`config.mk`:
```
export PLATFORM = sky130hd
export DESIGN_NAME = field_scan_sel
export DESIGN_NICKNAME = d
export VERILOG_FILES = /design/src/rtl/field_scan_sel.sv
export SDC_FILE = /design/constraint.sdc
export NUM_CORES = 1
export LEC_CHECK = 0
export ABC_CLOCK_PERIOD_IN_PS = 3000
export CORE_UTILIZATION = 52
export CTS_BUF_LIST = sky130_fd_sc_hd__clkbuf_16
export CTS_CLUSTER_DIAMETER = 120
export DETAILED_ROUTE_END_ITERATION = 7
export DONT_BUFFER_PORTS = 1
export HOLD_SLACK_MARGIN = 0.1
export PLACE_DENSITY = 0.67
export SLEW_MARGIN = 20
export SYNTH_ARGS = -nofsm -noshare
export SYNTH_HDL_FRONTEND = slang
export SYNTH_SLANG_ARGS = --single-unit
```
`constraint.sdc`:
```
create_clock -name CLK -period 3 [get_ports CLK]
set_input_delay 0.3 -clock CLK [delete_from_list [all_inputs] [get_ports CLK]]
set_output_delay 0.3 -clock CLK [all_outputs]
set_load 0.02 [all_outputs]
```
`src/rtl/field_scan_sel.sv`:
```
// Field selector over an N-field packed word: DIRECT pick, SCAN stream of every field,
// and wrap-around SEARCH for the first field equal to KEY. All outputs are registered.
module field_scan_sel #(
    parameter int W = 2,
    parameter int N = 4,
    localparam int SW = $clog2(N)
) (
    input  logic          CLK,
    input  logic          RST_N,
    input  logic [N*W-1:0] X,
    input  logic [SW-1:0] SEL,
    input  logic [1:0]    MODE,
    input  logic [W-1:0]  KEY,
    input  logic          START,
    output logic [W-1:0]  Y,
    output logic [SW-1:0] IDX,
    output logic          E,
    output logic          VALID,
    output logic          LAST,
    output logic          BUSY,
    output logic          ERR,
    output logic [1:0]    STATE_DBG
);

    // Handshake: a request is accepted on any edge where START=1 and BUSY=0 (state IDLE);
    // START is ignored while BUSY=1. Each output beat is a one-cycle VALID strobe, LAST marks
    // the final beat, and Y/IDX/E are meaningful only while VALID=1 (they hold otherwise).

    typedef enum logic [1:0] {
        S_IDLE = 2'd0,
        S_SCAN = 2'd1,
        S_SRCH = 2'd2
    } state_t;

    localparam logic [SW-1:0] LAST_IDX = SW'(N - 1);
    localparam logic [SW:0]   N_EXT    = (SW + 1)'(N);

    state_t         state_q, state_d;
    logic [SW-1:0]  ptr_q, ptr_d;
    logic [N*W-1:0] snap_x_q, snap_x_d;
    logic [SW-1:0]  snap_sel_q, snap_sel_d;
    logic [W-1:0]   snap_key_q, snap_key_d;
    logic [W-1:0]   y_q, y_d;
    logic [SW-1:0]  idx_q, idx_d;
    logic           e_q, e_d;
    logic           valid_q, valid_d;
    logic           last_q, last_d;
    logic           busy_q, busy_d;
    logic           err_q, err_d;

    logic           sel_bad, is_scan, is_srch;
    logic [W-1:0]   x_fld, s_fld;
    logic           s_hit, s_exhaust;

    // Out-of-range indices read as zero, so N need not be a power of two.
    function automatic logic [W-1:0] fld(input logic [N*W-1:0] v, input logic [SW-1:0] i);
        fld = '0;
        for (int k = 0; k < N; k++) begin
            if (i == SW'(k)) fld = v[k*W +: W];
        end
    endfunction

    function automatic logic [SW-1:0] nxt(input logic [SW-1:0] p);
        if (p == LAST_IDX) nxt = '0;
        else               nxt = p + SW'(1);
    endfunction

    assign sel_bad   = ({1'b0, SEL} >= N_EXT);
    assign is_scan   = (MODE == 2'b01);
    assign is_srch   = (MODE == 2'b10);
    assign x_fld     = fld(X, SEL);
    assign s_fld     = fld(snap_x_q, ptr_q);
    assign s_hit     = (s_fld == snap_key_q);
    // The search has covered all N fields once the pointer would come back to the start.
    assign s_exhaust = (nxt(ptr_q) == snap_sel_q);

    always_ff @(posedge CLK or negedge RST_N) begin
        if (!RST_N) begin
            state_q    <= S_IDLE;
            ptr_q      <= '0;
            snap_x_q   <= '0;
            snap_sel_q <= '0;
            snap_key_q <= '0;
            y_q        <= '0;
            idx_q      <= '0;
            e_q        <= 1'b0;
            valid_q    <= 1'b0;
            last_q     <= 1'b0;
            busy_q     <= 1'b0;
            err_q      <= 1'b0;
        end else begin
            state_q    <= state_d;
            ptr_q      <= ptr_d;
            snap_x_q   <= snap_x_d;
            snap_sel_q <= snap_sel_d;
            snap_key_q <= snap_key_d;
            y_q        <= y_d;
            idx_q      <= idx_d;
            e_q        <= e_d;
            valid_q    <= valid_d;
            last_q     <= last_d;
            busy_q     <= busy_d;
            err_q      <= err_d;
        end
    end

    always_comb begin
        state_d = state_q;
        case (state_q)
            S_IDLE: begin
                if (START && !sel_bad) begin
                    if (is_scan)                      state_d = S_SCAN;
                    else if (is_srch && x_fld != KEY) state_d = S_SRCH;
                end
            end
            S_SCAN:  if (ptr_q == LAST_IDX)    state_d = S_IDLE;
            S_SRCH:  if (s_hit || s_exhaust)   state_d = S_IDLE;
            default: state_d = S_IDLE;
        endcase
    end

    always_comb begin
        ptr_d      = ptr_q;
        snap_x_d   = snap_x_q;
        snap_sel_d = snap_sel_q;
        snap_key_d = snap_key_q;
        y_d        = y_q;
        idx_d      = idx_q;
        e_d        = e_q;
        valid_d    = 1'b0;
        last_d     = 1'b0;
        err_d      = 1'b0;
        busy_d     = (state_d != S_IDLE);
        case (state_q)
            S_IDLE: begin
                if (START) begin
                    snap_x_d   = X;
                    snap_sel_d = SEL;
                    snap_key_d = KEY;
                    if (sel_bad) begin
                        y_d     = '0;
                        idx_d   = SEL;
                        e_d     = 1'b0;
                        valid_d = 1'b1;
                        last_d  = 1'b1;
                        err_d   = 1'b1;
                    end else if (is_scan) begin
                        // Beat 0 comes straight from the live input on the accept edge.
                        y_d     = fld(X, '0);
                        idx_d   = '0;
                        e_d     = (fld(X, '0) == KEY);
                        valid_d = 1'b1;
                        ptr_d   = nxt('0);
                    end else if (is_srch && x_fld != KEY) begin
                        ptr_d   = nxt(SEL);
                    end else begin
                        y_d     = x_fld;
                        idx_d   = SEL;
                        e_d     = (x_fld == KEY);
                        valid_d = 1'b1;
                        last_d  = 1'b1;
                    end
                end
            end
            S_SCAN: begin
                y_d     = s_fld;
                idx_d   = ptr_q;
                e_d     = s_hit;
                valid_d = 1'b1;
                last_d  = (ptr_q == LAST_IDX);
                ptr_d   = nxt(ptr_q);
            end
            S_SRCH: begin
                if (s_hit) begin
                    y_d     = s_fld;
                    idx_d   = ptr_q;
                    e_d     = 1'b1;
                    valid_d = 1'b1;
                    last_d  = 1'b1;
                end else if (s_exhaust) begin
                    y_d     = '0;
                    idx_d   = snap_sel_q;
                    e_d     = 1'b0;
                    valid_d = 1'b1;
                    last_d  = 1'b1;
                end else begin
                    ptr_d   = nxt(ptr_q);
                end
            end
            default: ;
        endcase
    end

    assign Y         = y_q;
    assign IDX       = idx_q;
    assign E         = e_q;
    assign VALID     = valid_q;
    assign LAST      = last_q;
    assign BUSY      = busy_q;
    assign ERR       = err_q;
    assign STATE_DBG = state_q;

endmodule
```
==> results.cfg <==
[sta]
timing.final.ws_setup_ps = 182.2
max_clock_freq_mhz = 354.9
fin_hold_ws_ps = 189.8
timing.slew.headroom_pct = 56.42
min_period_ps = 2818
timing_hold_violations_final = 0
finalSetupViolCount = 0
count_of_final_max_slew_check_failures = 0
tightestPinTransition_ps = 652.1
rsz0062_at_grt = no
setup_tns_ps = 0
period_share_pct = 93.93
final.setup_skew_ps = 2.416

[logic_synthesis]
synth_top_cells_by_area = sky130_fd_sc_hd__dfrtp_1, sky130_fd_sc_hd__ha_1, sky130_fd_sc_hd__mux2_2
yosys.cell_types.count = 43
share_of_the_synthesized_area_in_the_top_cell_type_pct = 36.64
synth_area_um2 = 1639
ys_ff_latch = 24
synth.cells.most_frequent = sky130_fd_sc_hd__dfrtp_1, sky130_fd_sc_hd__nand2_1, sky130_fd_sc_hd__ha_1
post-synth-top-count-cell = sky130_fd_sc_hd__dfrtp_1
synthesis.nets = 192
synth_warnings = 0
ys_dominant_reg_cell = sky130_fd_sc_hd__dfrtp_1
postSynthCellCount = 163
synth_area_leader_cell = sky130_fd_sc_hd__dfrtp_1
async_flop_share_pct = 100.0
sequential_cell_area_fraction_in_the_yosys_report_pct = 36.64
synth_edf_count = 0
syn-mean-instance-area_um2 = 10.06

[power]
vdd_drop_max_mv = 0.4293
power.density_nw_per_um2 = 1095
leakagePower_nw = 0.7794

[setup_path]
timing.critical_path.required_ps = 3140
cp-end-kind = flip-flop
critical_path.cell_chain = inv_1 -> ha_1 -> and3b_1 -> a2111oi_4 -> nor3_2 -> nor3_4 -> nor2_2 -> a211oi_4 -> mux2_4
regToRegSetupSlack_ps = 180
cp_data_arrival_time_ps = 2960
critical_path.max_stage_delay_ps = 430
library_cell_contributing_the_largest_single_delay_on_the_critical_path = sky130_fd_sc_hd__dfrtp_1
timing.reg2reg.worst_path_depth = 9
worst-setup-path-type = flip-flop to flip-flop
reg2reg_to = IDX[1]
start_kind = flip-flop
crit_path_max_fanout = 7
regToRegStartpoint = ptr_q[1]

[detailed_routing]
dr_total_vias = 1184
drt-vias-per-instance = 5.748
first_pass_iters = 4
antenna_violating_nets_post_route = 0
starting_drt_drc_count = 38
route.detailed.wl_per_inst_um = 15.79
wl_um = 3252
drcViolationCount = 0

[grt]
antenna_found_initial = 0
grt_pass1_vias = 1155
grt-ovfl-total = 0
maximum_number_of_pins_on_one_net_before_global_route_repair = 25
grt_usage_pct = 21.21
grt_first_pass_wirelength_um = 5368

[cells_and_area]
fillers = 266
final_cell_count_no_fill = 206
utilization_pct = 58.02
sequential_cell_area_um2 = 600.6
finalNetCount = 193
multiInputGateArea_um2 = 969.7
drive_above_1_share_pct = 13.58
layout-area-overhead-vs-synth_pct = 7.175
insertedDiodeCount = 0

[cts]
clkSlewWorstSetupHoldPaths_ps = 60
clock_tree.root_cell = sky130_fd_sc_hd__clkbuf_16
numClockSinks = 24
cts-buffers-inserted = 3
post-cts-setup-buffer-count = 0
clock_latency_ps = 260
htreeDepth = 1
cts_tree = yes
max-clock-path-buffers = 2

[floorplanning]
die-width_um = 58.15
fp-row-count = 20
pin_count = 28
die_height_um = 58.15
start_util_pct = 54.13
core-area_um2 = 3028
design.die.area_um2 = 3381

[hold_path]
worstHoldPathCells = 1
worstHoldEndpoint = snap_x_q[7]
hold_class = primary input to flip-flop
min-delay-start = X[7]

[status]
outcome = finished, final reports clean

[placement]
placed_cells = 201
portBuffers = 0
place_hpwl_um = 2524
gp_congestion = 0.8175
dp_slack_ps = 141.4

[run]
max-cap-violations = 0
cell usage in the layout (no fill, tap or decap), drive strengths merged, types with 2 or more instances in the layout:
master,n
a211oi,6
a21oi,4
a31oi,4
clkbuf,3
dfrtp,24
ha,12
inv,11
mux2,12
mux2i,9
nand2,13
nand2b,4
nand3,4
nand3b,3
nor2,7
nor2b,4
nor3,2
nor3b,3
o21ai,11
o221ai,2
o22ai,2
xnor2,3
xor2,3
layout make-up:
type	count	area share, %
multi-input cells	122	55.20
clock buffers	3	4.274
well taps	44	3.134
flip-flops and latches	24	34.19
repair buffers	2	0.8547
inverters	11	2.350
critical path, delay by kind of cell (launching register included):
kind                     cells  cell delay, ps
AO/OA/AOI/OAI                2             760
adder cells (fa/ha/maj)      1             240
buffers and inverters        1             120
flip-flops                   1             430
multiplexers                 1             330
AND/OR/NAND/NOR              4             830
worst max path at each step:
| stage | slack (ps) | end | from |
|---|---|---|---|
| detailed placement | 140 | IDX[1] | ptr_q[1] |
| CTS | 130 | IDX[1] | ptr_q[1] |
| finish | 180 | IDX[1] | ptr_q[1] |
| global route | 20 | IDX[0] | ptr_q[1] |
| global placement | 220 | E | SEL[1] |
| floorplan | 370 | E | ptr_q[1] |
layer usage:
layer	track usage [%]	routed length (um)
met5	0	0
met4	8.163	40
met1	26.97	1528
met2	35.14	1544
met3	4.688	140
sequential cells by signal, summed over array words and instances (netlist names):
name        count
IDX             2
E               1
STATE_DBG       2
snap_sel_q      2
BUSY            1
Y               2
snap_key_q      2
VALID           1
snap_x_q        8
LAST            1
ptr_q           2
kinds of logic (layout without fill, tap and decap cells):
family	Yosys count	count (layout)	synth area share, %
adder cells (fa/ha/maj)	12	12	9.160
other	1	1	0.2288
AND/OR/NAND/NOR	46	46	16.03
XOR/XNOR	6	6	3.207
AO/OA/AOI/OAI	36	36	16.11
buffers and inverters	17	16	4.198
flip-flops	24	24	36.64
multiplexers	21	21	14.43
through the flow:
stage	total power [mW]	area [um^2]
after floorplan	1.461	1639
after global placement	1.598	1667
after detailed placement	1.629	1667
after CTS	1.932	1752
after global routing	2.067	1757
final	1.923	1757
power by group:
| group | internal [mW] | switching [mW] | leakage [nW] |
|---|---|---|---|
| Combinational | 0.450 | 0.512 | 0.449 |
| Clock | 0.177 | 0.113 | 0.0370 |
| Sequential | 0.477 | 0.194 | 0.293 |
repair_timing:
| action | CTS | global route |
|---|---|---|
| endpoints found under the hold margin | 24 | 24 |
| resized for setup | 0 | 0 |
| hold buffers | 1 | 1 |
| setup endpoints to repair | 0 | 3 |
(Power assumes the default switching activity.)
